`config.mk`:
```
export PLATFORM = sky130hd
export DESIGN_NAME = ibus_arbiter_flat
export DESIGN_NICKNAME = d
export VERILOG_FILES = /design/src/rtl/ibus_arbiter_if.sv /design/src/rtl/ibus_arbiter.sv /design/src/flat_wrapper.sv
export SDC_FILE = /design/constraint.sdc
export NUM_CORES = 1
export LEC_CHECK = 0
export ABC_AREA = 1
export BUFFER_PORTS_ARGS = -buffer_cell sky130_fd_sc_hd__clkbuf_2
export CELL_PAD_IN_SITES_DETAIL_PLACEMENT = 0
export CELL_PAD_IN_SITES_GLOBAL_PLACEMENT = 1
export CORE_ASPECT_RATIO = 1.2
export CORE_MARGIN = 5
export CORE_UTILIZATION = 23
export DETAILED_ROUTE_END_ITERATION = 7
export HOLD_SLACK_MARGIN = 0.1
export PLACE_DENSITY = 0.94
export SYNTH_ARGS = -nofsm -noshare
export SYNTH_HDL_FRONTEND = slang
export SYNTH_SLANG_ARGS = --single-unit
```
`constraint.sdc`:
```
create_clock -name clk -period 1.7 [get_ports clk]
set_clock_uncertainty 0.15 [all_clocks]
set_input_delay 0.34 -clock clk [delete_from_list [all_inputs] [get_ports clk]]
set_output_delay 0.34 -clock clk [all_outputs]
set_load 0.02 [all_outputs]
```
`src/rtl/ibus_arbiter_if.sv`:
```
// Signal bundle between fetch/commit, the instruction-bus arbiter and the MMU port.
// The arbiter masters the instruction bus, so it takes the master modport.
interface ibus_arbiter_if #(
  parameter int unsigned ADDR_W = 32,
  parameter int unsigned DATA_W = 64,
  parameter int unsigned OP_W   = 2
) ();
  // Fetch side
  logic              f_req;
  logic [ADDR_W-1:0] f_addr;
  logic              f_grant;
  logic              f_data_ok;
  logic [DATA_W-1:0] f_data;
  // Commit cache-op side
  logic              c_req;
  logic [ADDR_W-1:0] c_addr;
  logic [OP_W-1:0]   c_op;
  logic              c_done;
  // Pipeline control / status
  logic              flush;
  logic              busy;
  // MMU instruction port
  logic              m_req;
  logic [ADDR_W-1:0] m_addr;
  logic [OP_W-1:0]   m_op;
  logic              m_addr_ok;
  logic              m_data_ok;
  logic [DATA_W-1:0] m_data;

  modport master (
    input  f_req, f_addr, c_req, c_addr, c_op, flush, m_addr_ok, m_data_ok, m_data,
    output f_grant, f_data_ok, f_data, c_done, busy, m_req, m_addr, m_op
  );

  modport slave (
    output f_req, f_addr, c_req, c_addr, c_op, flush, m_addr_ok, m_data_ok, m_data,
    input  f_grant, f_data_ok, f_data, c_done, busy, m_req, m_addr, m_op
  );
endinterface

```
`src/rtl/ibus_arbiter.sv`:
```
// Arbitrates the single instruction bus between fetch and commit cache ops, one
// transaction at a time, and drops fetch responses that a flush made stale.
module ibus_arbiter #(
  parameter int unsigned ADDR_W = 32,
  parameter int unsigned DATA_W = 64,
  parameter int unsigned OP_W   = 2
) (
  input logic           clk,
  input logic           reset,
  ibus_arbiter_if.master bus
);

  localparam logic [2:0] IDLE   = 3'd0;
  localparam logic [2:0] F_ADDR = 3'd1;
  localparam logic [2:0] F_DATA = 3'd2;
  localparam logic [2:0] C_ADDR = 3'd3;
  localparam logic [2:0] C_DATA = 3'd4;

  logic [2:0]        state_q, state_d;
  logic [ADDR_W-1:0] addr_q, addr_d;
  logic [OP_W-1:0]   op_q, op_d;
  logic              kill_q, kill_d;
  logic              kill_now;
  logic              grant;
  logic              fetch_ok;
  logic              done;

  always_comb begin
    state_d  = state_q;
    addr_d   = addr_q;
    op_d     = op_q;
    kill_d   = kill_q;
    kill_now = kill_q | bus.flush;
    grant    = 1'b0;
    fetch_ok = 1'b0;
    done     = 1'b0;

    unique case (state_q)
      IDLE: begin
        kill_d = 1'b0;
        // Commit wins; a flush in the same cycle only blocks the fetch.
        if (bus.c_req) begin
          addr_d  = bus.c_addr;
          op_d    = bus.c_op;
          state_d = C_ADDR;
        end else if (bus.f_req && !bus.flush) begin
          addr_d  = bus.f_addr;
          op_d    = '0;
          state_d = F_ADDR;
        end
      end
      F_ADDR: begin
        // The request is never withdrawn; a flush only marks the fetch as dead.
        kill_d = kill_now;
        if (bus.m_addr_ok) begin
          grant   = ~kill_now;
          state_d = F_DATA;
        end
      end
      F_DATA: begin
        kill_d = kill_now;
        if (bus.m_data_ok) begin
          fetch_ok = ~kill_now;
          kill_d   = 1'b0;
          state_d  = IDLE;
        end
      end
      C_ADDR: begin
        if (bus.m_addr_ok) begin
          state_d = C_DATA;
        end
      end
      C_DATA: begin
        if (bus.m_data_ok) begin
          done    = 1'b1;
          state_d = IDLE;
        end
      end
      default: begin
        kill_d  = 1'b0;
        state_d = IDLE;
      end
    endcase
  end

  always_ff @(posedge clk or negedge reset) begin
    if (!reset) begin
      state_q <= IDLE;
      addr_q  <= '0;
      op_q    <= '0;
      kill_q  <= 1'b0;
    end else begin
      state_q <= state_d;
      addr_q  <= addr_d;
      op_q    <= op_d;
      kill_q  <= kill_d;
    end
  end

  assign bus.m_req     = (state_q == F_ADDR) || (state_q == C_ADDR);
  assign bus.m_addr    = addr_q;
  assign bus.m_op      = op_q;
  assign bus.busy      = (state_q != IDLE);
  assign bus.f_grant   = grant;
  assign bus.f_data_ok = fetch_ok;
  assign bus.c_done    = done;
  // Data is gated so f_data reads zero whenever no fetch response is delivered.
  assign bus.f_data    = fetch_ok ? bus.m_data : '0;

endmodule

```
`src/flat_wrapper.sv`:
```
// flat-port wrapper written by rule: the top's interface ports become plain ports
module ibus_arbiter_flat 
#(
  parameter int unsigned ADDR_W = 32,
  parameter int unsigned DATA_W = 64,
  parameter int unsigned OP_W   = 2
)
  (clk, reset, bus_f_req, bus_f_addr, bus_c_req, bus_c_addr, bus_c_op, bus_flush, bus_m_addr_ok, bus_m_data_ok, bus_m_data, bus_f_grant, bus_f_data_ok, bus_f_data, bus_c_done, bus_busy, bus_m_req, bus_m_addr, bus_m_op);
  ibus_arbiter_if #(.ADDR_W(ADDR_W), .DATA_W(DATA_W), .OP_W(OP_W)) bus_i ();
  input logic clk;
  input logic reset;
  input wire logic [$bits(bus_i.f_req)-1:0] bus_f_req;
  input wire logic [$bits(bus_i.f_addr)-1:0] bus_f_addr;
  input wire logic [$bits(bus_i.c_req)-1:0] bus_c_req;
  input wire logic [$bits(bus_i.c_addr)-1:0] bus_c_addr;
  input wire logic [$bits(bus_i.c_op)-1:0] bus_c_op;
  input wire logic [$bits(bus_i.flush)-1:0] bus_flush;
  input wire logic [$bits(bus_i.m_addr_ok)-1:0] bus_m_addr_ok;
  input wire logic [$bits(bus_i.m_data_ok)-1:0] bus_m_data_ok;
  input wire logic [$bits(bus_i.m_data)-1:0] bus_m_data;
  output wire logic [$bits(bus_i.f_grant)-1:0] bus_f_grant;
  output wire logic [$bits(bus_i.f_data_ok)-1:0] bus_f_data_ok;
  output wire logic [$bits(bus_i.f_data)-1:0] bus_f_data;
  output wire logic [$bits(bus_i.c_done)-1:0] bus_c_done;
  output wire logic [$bits(bus_i.busy)-1:0] bus_busy;
  output wire logic [$bits(bus_i.m_req)-1:0] bus_m_req;
  output wire logic [$bits(bus_i.m_addr)-1:0] bus_m_addr;
  output wire logic [$bits(bus_i.m_op)-1:0] bus_m_op;
  assign bus_i.f_req = bus_f_req;
  assign bus_i.f_addr = bus_f_addr;
  assign bus_i.c_req = bus_c_req;
  assign bus_i.c_addr = bus_c_addr;
  assign bus_i.c_op = bus_c_op;
  assign bus_i.flush = bus_flush;
  assign bus_i.m_addr_ok = bus_m_addr_ok;
  assign bus_i.m_data_ok = bus_m_data_ok;
  assign bus_i.m_data = bus_m_data;
  assign bus_f_grant = bus_i.f_grant;
  assign bus_f_data_ok = bus_i.f_data_ok;
  assign bus_f_data = bus_i.f_data;
  assign bus_c_done = bus_i.c_done;
  assign bus_busy = bus_i.busy;
  assign bus_m_req = bus_i.m_req;
  assign bus_m_addr = bus_i.m_addr;
  assign bus_m_op = bus_i.m_op;
  ibus_arbiter #(.ADDR_W(ADDR_W), .DATA_W(DATA_W), .OP_W(OP_W)) u_core (.clk(clk), .reset(reset), .bus(bus_i));
endmodule
```
==> impl_metrics.json, run 1 <==
{
  "cts_tree": "yes",
  "cts_made_buffers": 5,
  "root_buffer": "clkbuf_16",
  "initial_core_util_pct": 23.2,
  "grt_setup_unrepaired": "true",
  "status": "finished with violations",
  "synth_edf_count": 0,
  "netlist_area_um2": 2410,
  "grt_pass1_wl_mm": 13.6,
  "route.detailed.drc": 0,
  "syn_to_final_growth_pct": 100,
  "p_total_mw": 6.24,
  "relSlewSlack_pct": 66.7,
  "gp_congestion": 0.783,
  "dp_hpwl_mm": 7.86,
  "grt_overflow": 0,
  "hold_class": "input port to register",
  "yosysSeqAreaShare_pct": 39.5,
  "grt_pass1_vias": 2753,
  "synthMostInstantiatedCell": "inv_1",
  "drt_wl_total_mm": 10.8,
  "startpoint_type": "register",
  "die_y_um": 122,
  "worst_pin_slew_ns": 0.500,
  "layout-drive-gt1-share_pct": 55.7,
  "worstPathArrival_ns": 1.57,
  "portBuffers": 239,
  "ir_drop_uv": 769,
  "vias": 3070,
  "htree_levels": 2,
  "synthArstFlopShare_pct": 100,
  "final.min_clock_period_ns": 2.06,
  "synth_top_area_share_pct": 39.5,
  "ys_warn_count": 0,
  "fp.coreArea_um2": 10400,
  "synth_cell_type_count": 18,
  "grt_busiest_layer": "met2",
  "clock_sinks": 38,
  "finalSetupViolCount": 68,
  "grt_use_met1_pct": 15.3,
  "grt_max_degree": 67,
  "power.density_nw_per_um2": 1290,
  "nets": 728,
  "clock.fmax_ghz": 0.485,
  "dr.pass1.iters": 4,
  "global_route.usage.met3_pct": 6.87,
  "critPathKind": "register to output port",
  "worst_slack_ns": -0.361,
  "power.leakage_nw": 2.84,
  "synth_top_cell_by_area": "dfrtp_1",
  "worstSkewPairLatency_ns": 0.28,
  "antennaDiodeCount": 0,
  "end_kind": "output port",
  "setup_tns_ns": -18.36,
  "drv_cap": 0,
  "synth_fp_nets": 471,
  "chipWidth_um": 103,
  "synth_area_leaders": "dfrtp_1 39%, mux2i_1 13%, inv_1 12%, nor2_1 11%, nand2_1 7.6%",
  "use_met2_pct": 24.0,
  "ys_top_cells_by_count": "74 x inv_1, 71 x nor2_1, 49 x nand2_1, 38 x dfrtp_1, 32 x mux2i_1",
  "ant_nets": 0,
  "violations": "setup timing",
  "vias_per_cell": 4.26,
  "cp_data_required_time_ns": 1.21,
  "cts_max_path_buffers": 2,
  "synth-main-ff-cell": "dfrtp_1",
  "antenna_found_initial": 3,
  "synthCells": 334,
  "cts.reportedPaths.clkPinSlew_ns": 0.06,
  "drt-wirelength-per-cell_um": 14.9,
  "yosys_register_bits": 38,
  "critPathMaxFanout": 8,
  "rows": 41,
  "dieArea_um2": 12600,
  "drt_iter0_drc": 32,
  "final_hold_viol_count": 0,
  "timing.final.crit_share_pct": 121,
  "finalMaxSlewViolations": 0,
  "track_usage_pct": 14.1,
  "ioPinCount": 240,
  "synth_area_per_cell_um2": 7.21
}
## metrics by stage
step	hold slack, ns	worst slack [ns]	instance area [µm²]	utilization, %	cells
6_report	0.140	-0.361	4830	46.6	721
3_3_place_gp	0.272	-0.0784	3760	36.3	697
2_1_floorplan	-0.106	-0.0918	2420	-	334
3_5_place_dp	0.284	-0.141	3760	36.3	697
5_1_grt	0.150	-0.484	4830	46.6	721
4_1_cts	0.136	-0.355	4430	42.7	712
## layout make-up
type | count | area [µm²]
clock buffers | 5 | 125
clock inverters | 3 | 45.0
fillers | 1031 | 5540
inverters | 76 | 295
multi-input cells | 202 | 1320
flip-flops and latches | 38 | 951
well taps | 129 | 161
repair buffers | 268 | 1930
## layer usage
layer / up-vias / wire [µm]
li1: 1511 / -
met1: 1341 / 3620
met2: 196 / 5260
met3: 16 / 1690
met4: 6 / 147
met5: - / 33
## power breakdown
group / leakage, nW / switching, mW / internal (mW)
Combinational: 2.29 / 2.09 / 1.48
Sequential: 0.474 / 0.260 / 1.34
Clock: 0.0760 / 0.382 / 0.692
Total: 2.84 / 2.73 / 3.52
## critical path, cell delays in order (launching register included)
cell and delay [ns]:
dfrtp_1 0.37, inv_1 0.06, nand2_2 0.06, nor2_4 0.11
nand3_4 0.11, buf_12 0.15, clkbuf_16 0.16, nor2_1 0.10
buf_4 0.16
## cells in the final DEF, fill, tap and decap left out, types with 11 or more instances in the layout
master	synthesis	routed
clkbuf_2	0	172
inv_1	74	72
nand2_1	49	45
dfrtp_1	38	38
buf_4	1	34
mux2i_1	32	32
nor2_1	71	30
o21ai_1	27	29
nor2_4	0	26
buf_6	9	22
nor2_2	1	16
buf_8	0	11
clkbuf_8	0	11
## path summary, 6_finish.rpt
| check | endpoint | slack [ns] | cells after the start | startpoint |
|---|---|---|---|---|
| setup / recovery | bus_f_data[42] | -0.36 | 8 | u_core.state_q[0] |
| hold / removal | u_core.bus.m_op[1] | 0.14 | 3 | bus_c_op[1] |
| setup reg to reg | u_core.bus.m_addr[21] | 0.07 | 9 | u_core.state_q[1] |
| hold reg to reg | u_core.bus.m_op[1] | 0.32 | 2 | u_core.bus.m_op[1] |
| max in group asynchronous | u_core.kill_q | 0.55 | 3 | reset |
| min in group asynchronous | u_core.bus.m_addr[9] | 0.48 | 3 | reset |
## kinds of logic after synthesis
group | synth area share, %
buffers and inverters | 17.9
muxes | 13.3
DFF | 39.5
AOI/OAI and AO/OA | 7.79
and+or+nand+nor | 21.6
## flip-flops by register name, indices dropped and copies added, names as in the netlist
name and cells:
u_core.bus.m_addr 32, u_core.state_q 3, u_core.bus.m_op 2, u_core.kill_q 1
## repair_timing
| action | CTS | global route |
|---|---|---|
| hold endpoints to repair | 38 | 0 |
| gates cloned | 2 | 6 |
| buffers inserted | 4 | 4 |
| setup endpoints to repair | 69 | 102 |
| hold buffers | 1 | 0 |
| pin swaps | 1 | 2 |
| resized for setup | 110 | 137 |
Power figures use the tool's default switching activity.
==> run 2: changes to the inputs <==
--- a/config.mk
+++ b/config.mk
@@ -5,7 +5,7 @@
 export SDC_FILE = /design/constraint.sdc
 export NUM_CORES = 1
 export LEC_CHECK = 0
-export ABC_AREA = 1
+export ABC_AREA = 0
 export BUFFER_PORTS_ARGS = -buffer_cell sky130_fd_sc_hd__clkbuf_2
 export CELL_PAD_IN_SITES_DETAIL_PLACEMENT = 0
 export CELL_PAD_IN_SITES_GLOBAL_PLACEMENT = 1
@@ -14,7 +14,7 @@
 export CORE_UTILIZATION = 23
 export DETAILED_ROUTE_END_ITERATION = 7
 export HOLD_SLACK_MARGIN = 0.1
-export PLACE_DENSITY = 0.94
+export PLACE_DENSITY = 0.93
 export SYNTH_ARGS = -nofsm -noshare
 export SYNTH_HDL_FRONTEND = slang
 export SYNTH_SLANG_ARGS = --single-unit
==> impl_metrics.json, run 2 <==
{
  "critPathKind": "register to output port",
  "yosys_register_bits": 38,
  "drv_cap": 0,
  "syn_to_final_growth_pct": 94.7,
  "synth_area_leaders": "dfrtp_1 41%, and2_1 18%, mux2i_1 14%, o21ai_1 6.3%, nand2_1 6.2%",
  "clkPwrFrac_pct": 15.6,
  "finalMaxSlewViolations": 0,
  "cts.reportedPaths.clkPinSlew_ns": 0.06,
  "drt_wl_total_mm": 10.7,
  "worst_pin_slew_ns": 0.437,
  "portBuffers": 239,
  "grt_pass1_wl_mm": 15.5,
  "synthArstFlopShare_pct": 100,
  "final_cell_mix": "194 x clkbuf_2, 54 x and2_2, 38 x nand2_1, 38 x dfrtp_1, 35 x clkbuf_8",
  "p_total_mw": 5.74,
  "worstPathArrival_ns": 1.56,
  "seqPwrFrac_pct": 27.4,
  "status": "finished with violations",
  "stdcell_count": 629,
  "cts_max_path_buffers": 2,
  "switching_share_pct": 41.8,
  "comb_power_share_pct": 57.0,
  "route.detailed.drc": 0,
  "htree_levels": 2,
  "hold_ws_ns": 0.159,
  "die_y_um": 119,
  "grt_setup_unrepaired": "true",
  "violations": "setup timing",
  "rows": 40,
  "chipWidth_um": 101,
  "dieArea_um2": 12100,
  "dr.pass1.iters": 4,
  "setup_tns_ns": -20.17,
  "final.min_clock_period_ns": 2.05,
  "ant_nets": 0,
  "cts_tree": "yes",
  "vias_per_cell": 4.36,
  "ir_drop_uv": 714,
  "synthCells": 249,
  "crit_chain": "nor2_2 > and4_4 > buf_12 > and2_2 > clkbuf_4",
  "root_buffer": "clkbuf_16",
  "vias": 2740,
  "power.leakage_nw": 2.48,
  "synth_area_per_cell_um2": 9.21,
  "timing.final.crit_share_pct": 120,
  "final_hold_viol_count": 0,
  "critPathMaxFanout": 39,
  "ys_top_cells_by_count": "65 x and2_1, 38 x dfrtp_1, 38 x nand2_1, 32 x mux2i_1, 29 x o21ai_1",
  "track_usage_pct": 16.8,
  "fp.coreArea_um2": 9860,
  "nets": 638,
  "grt_overflow": 0,
  "synth-main-ff-cell": "dfrtp_1",
  "synth_cell_type_count": 26,
  "place_inst": 611,
  "p_int_mw": 3.34,
  "relSlewSlack_pct": 70.9,
  "drt_iter0_drc": 59,
  "initial_core_util_pct": 23.2,
  "finalSetupViolCount": 68,
  "postLayoutCellArea_um2": 4460,
  "clock.fmax_ghz": 0.489,
  "worstSkewPairLatency_ns": 0.27,
  "ys_warn_count": 0,
  "power.density_nw_per_um2": 1290,
  "reg2reg_depth": 6,
  "hold_depth": 2,
  "synth_top_area_share_pct": 41.5,
  "max_stage_delay_ns": 0.38,
  "largest_reg_flops": 32,
  "gp_congestion": 0.813,
  "layout-drive-gt1-share_pct": 67.1,
  "worst_slack_ns": -0.346,
  "hold_class": "input port to register",
  "ioPinCount": 240,
  "synthMostInstantiatedCell": "and2_1",
  "yosysSeqAreaShare_pct": 41.5,
  "synth_fp_nets": 386,
  "netlist_area_um2": 2290,
  "dp_hpwl_mm": 8.98,
  "startpoint_type": "register",
  "grt_pass1_vias": 2895,
  "cts_made_buffers": 5,
  "synth_top_cell_by_area": "dfrtp_1",
  "slowest_stage": "dfrtp_1",
  "place_ws_ns": -0.250,
  "synth_edf_count": 0,
  "end_kind": "output port",
  "clock_sinks": 38,
  "cp_data_required_time_ns": 1.21,
  "utilization_pct": 45.3,
  "antenna_found_initial": 9,
  "grt_max_degree": 46,
  "final_common_cell": "clkbuf_2",
  "postPlaceCellArea_um2": 3770,
  "power.net_switching_mw": 2.40,
  "drt-wirelength-per-cell_um": 17.1
}
[run 2: cell type report]
type | instances | area [µm²]
Antenna cell | 1 | 2.50
Clock buffer | 6 | 129
Multi-Input combinational cell | 191 | 1320
Timing Repair Buffer | 264 | 1890
Fill cell | 951 | 5400
Tap cell | 126 | 158
Inverter | 1 | 3.75
Clock inverter | 2 | 13.8
Sequential cell | 38 | 951
[run 2: cell families after synthesis]
kind of cell / Yosys count / synth area share (%)
xor+xnor: 1 / 0.382
buf+inv: 20 / 5.95
compound gates: 40 / 9.61
mux: 32 / 14.0
flops: 38 / 41.5
simple gates: 118 / 28.6
[run 2: power groups by stage]
stage	logic (mW)	clock network (mW)	registers, mW
final	3.27	0.896	1.57
after global routing	3.55	0.967	1.63
after CTS	3.02	0.922	1.58
after detailed placement	2.78	0	1.57
after global placement	2.69	0	1.56
after floorplan	1.26	0	2.04
[run 2: final timing paths]
kind / start / to / slack [ns]
max: u_core.kill_q / bus_f_data[14] / -0.35
min in group asynchronous: reset / u_core.bus.m_addr[11] / 0.40
max reg2reg: u_core.state_q[1] / u_core.bus.m_op[0] / 0.04
min reg2reg: u_core.bus.m_addr[4] / u_core.bus.m_addr[4] / 0.34
min: bus_c_op[1] / u_core.bus.m_op[1] / 0.16
max in group asynchronous: reset / u_core.state_q[2] / 0.52
[run 2: what timing repair did]
action / in CTS / in global routing
pin swaps: 4 / 3
setup buffers: 4 / 2
endpoints found under the setup margin: 68 / 73
resized for setup: 92 / 16
endpoints found under the hold margin: 15 / 0
hold buffers: 1 / 0
gates cloned: 0 / 2
[run 2: routing by layer]
metal	up-vias	track usage, %	wire length (µm)
li1	1327	-	-
met1	1204	17.8	3780
met2	168	28.4	5080
met3	25	9.61	1620
met4	16	3.99	151
met5	-	0	103
[run 2: worst max-delay path, delay by kind of cell (launching register included)]
kind                   cells  cell delay, ns
AND/OR/NAND/NOR            3            0.55
buffers and inverters      2            0.34
flip-flops                 1            0.38
==> run 3: changes to the inputs <==
==> constraint.sdc (replaced) <==
create_clock -name clk -period 2.35 [get_ports clk]
set_clock_uncertainty 0.15 [all_clocks]
set_input_delay 0.47 -clock clk [delete_from_list [all_inputs] [get_ports clk]]
set_output_delay 0.47 -clock clk [all_outputs]
set_load 0.02 [all_outputs]
==> impl_metrics.json, run 3 (same netlist as run 2, synthesis figures left out) <==
{
  "cts_made_buffers": 5,
  "grt_max_degree": 66,
  "worstSkewPairLatency_ns": 0.27,
  "ioPinCount": 240,
  "timing.final.crit_share_pct": 95.5,
  "cts_tree": "yes",
  "ir_drop_uv": 480,
  "worst_pin_slew_ns": 0.489,
  "vias": 2691,
  "gp_congestion": 0.756,
  "grt_busiest_layer": "met2",
  "cts_max_path_buffers": 2,
  "crit_path_start": "u_core.state_q[0]",
  "grt_setup_unrepaired": "false",
  "reg2reg_depth": 4,
  "r2r_slack_ns": 0.61,
  "ant_nets": 0,
  "finalMaxSlewViolations": 0,
  "drt_wl_total_mm": 9.78,
  "p_total_mw": 3.60,
  "finalSetupViolCount": 0,
  "cts.reportedPaths.clkPinSlew_ns": 0.06,
  "antenna_found_initial": 5,
  "dp_hpwl_mm": 8.53,
  "ff_latch_area_um2": 955,
  "setup_tns_ns": 0,
  "hold_class": "input port to asynchronous set/reset pin",
  "syn_to_final_growth_pct": 64.2,
  "final_common_cell": "clkbuf_2",
  "die_y_um": 119,
  "critPathKind": "register to output port",
  "use_met2_pct": 25.6,
  "vias_per_cell": 4.40,
  "cp_data_required_time_ns": 1.73,
  "power.leakage_nw": 2.20,
  "stdcell_count": 612,
  "drt-wirelength-per-cell_um": 16.0,
  "timing.rr.end": "u_core.bus.m_op[1]",
  "largest_reg_flops": 32,
  "htree_levels": 2,
  "track_usage_pct": 15.5,
  "chipWidth_um": 101,
  "nets": 622,
  "final_cell_mix": "239 x clkbuf_2, 65 x and2_1, 38 x nand2_1",
  "final.min_clock_period_ns": 2.24,
  "fp.coreArea_um2": 9860,
  "drv_cap": 0,
  "grt_use_met1_pct": 18.4,
  "dr.pass1.iters": 4,
  "r2r_start": "u_core.state_q[1]",
  "startpoint_type": "register",
  "critPathMaxFanout": 32,
  "portBuffers": 239,
  "end_kind": "output port",
  "root_buffer": "clkbuf_16",
  "layout-drive-gt1-share_pct": 54.0,
  "place_inst": 602,
  "clock_sinks": 38,
  "dieArea_um2": 12100,
  "grt_pass1_vias": 2599,
  "global_route.usage.met3_pct": 6.56,
  "route.detailed.drc": 0,
  "status": "finished clean",
  "clock.fmax_ghz": 0.446,
  "power.density_nw_per_um2": 957,
  "grt_overflow": 0,
  "relSlewSlack_pct": 67.4,
  "multi_input_area_um2": 1220,
  "worstPathArrival_ns": 1.62,
  "drt_iter0_drc": 44,
  "rows": 40,
  "fillers": 1034,
  "final_hold_viol_count": 0,
  "grt_pass1_wl_mm": 14.1,
  "initial_core_util_pct": 23.2
}
-- run 3: cell types whose count changed in the layout (fill, tap and decap cells not counted), moves of 2 or more --
cell,delta
buf_12,-4
clkbuf_2,+45
buf_8,-6
dfrtp_2,+3
buf_6,-7
dfrtp_1,-3
and2_1,+60
clkbuf_4,-2
clkbuf_8,-35
and2_4,-6
and2_2,-54
buf_4,-5
-- run 3: metrics by stage --
step	hold WS [ns]	cell area [µm²]	utilization [%]	setup WS (ns)
CTS	0.108	3720	37.7	0.0325
detailed placement	0.325	3590	36.4	0.136
global route	0.130	3760	38.2	0.00212
global placement	0.318	3590	36.4	0.214
finish	0.0851	3760	38.2	0.106
floorplan	0.0244	2290	-	0.409
-- run 3: how the worst max path moves through the flow --
stage                          end  slack [ns]  cells after the start
CTS                  bus_f_data[8]        0.03                      4
finish              bus_f_data[43]        0.11                      5
global route        bus_f_data[23]       0.002                      5
detailed placement   bus_f_data[8]        0.14                      6
floorplan            bus_f_data[0]        0.41                      5
global placement    bus_f_data[41]        0.21                      6
-- run 3: power breakdown --
| group | switching (mW) | internal [mW] | leakage, nW |
|---|---|---|---|
| Sequential | 0.204 | 0.968 | 0.470 |
| Clock | 0.248 | 0.383 | 0.0694 |
| Combinational | 1.12 | 0.679 | 1.66 |
-- run 3: final cells by class --
cell class / count / share of cell area, %
inverters: 1 / 0.0997
multi-input cells: 191 / 32.3
flip-flops and latches: 38 / 25.4
diodes: 1 / 0.0665
repair buffers: 248 / 34.4
clock buffers: 5 / 3.32
well taps: 126 / 4.19
clock inverters: 2 / 0.266
-- run 3: timing repair --
item	4_1_cts	5_1_grt
buffers inserted	0	1
hold buffers	0	0
gates resized for setup	0	6
setup endpoints to repair	0	64
-- run 3: routing by layer --
metal	up-vias	wire length, µm
li1	1292	-
met1	1189	3700
met2	182	4510
met3	18	1370
met4	10	131
met5	-	69
-- run 3: worst max-delay path, cell delays in order (launching register included) --
cell and delay [ns]:
dfrtp_2 0.45, nor2_1 0.12, and4_4 0.28, clkbuf_16 0.19, and2_1 0.14, clkbuf_2 0.16
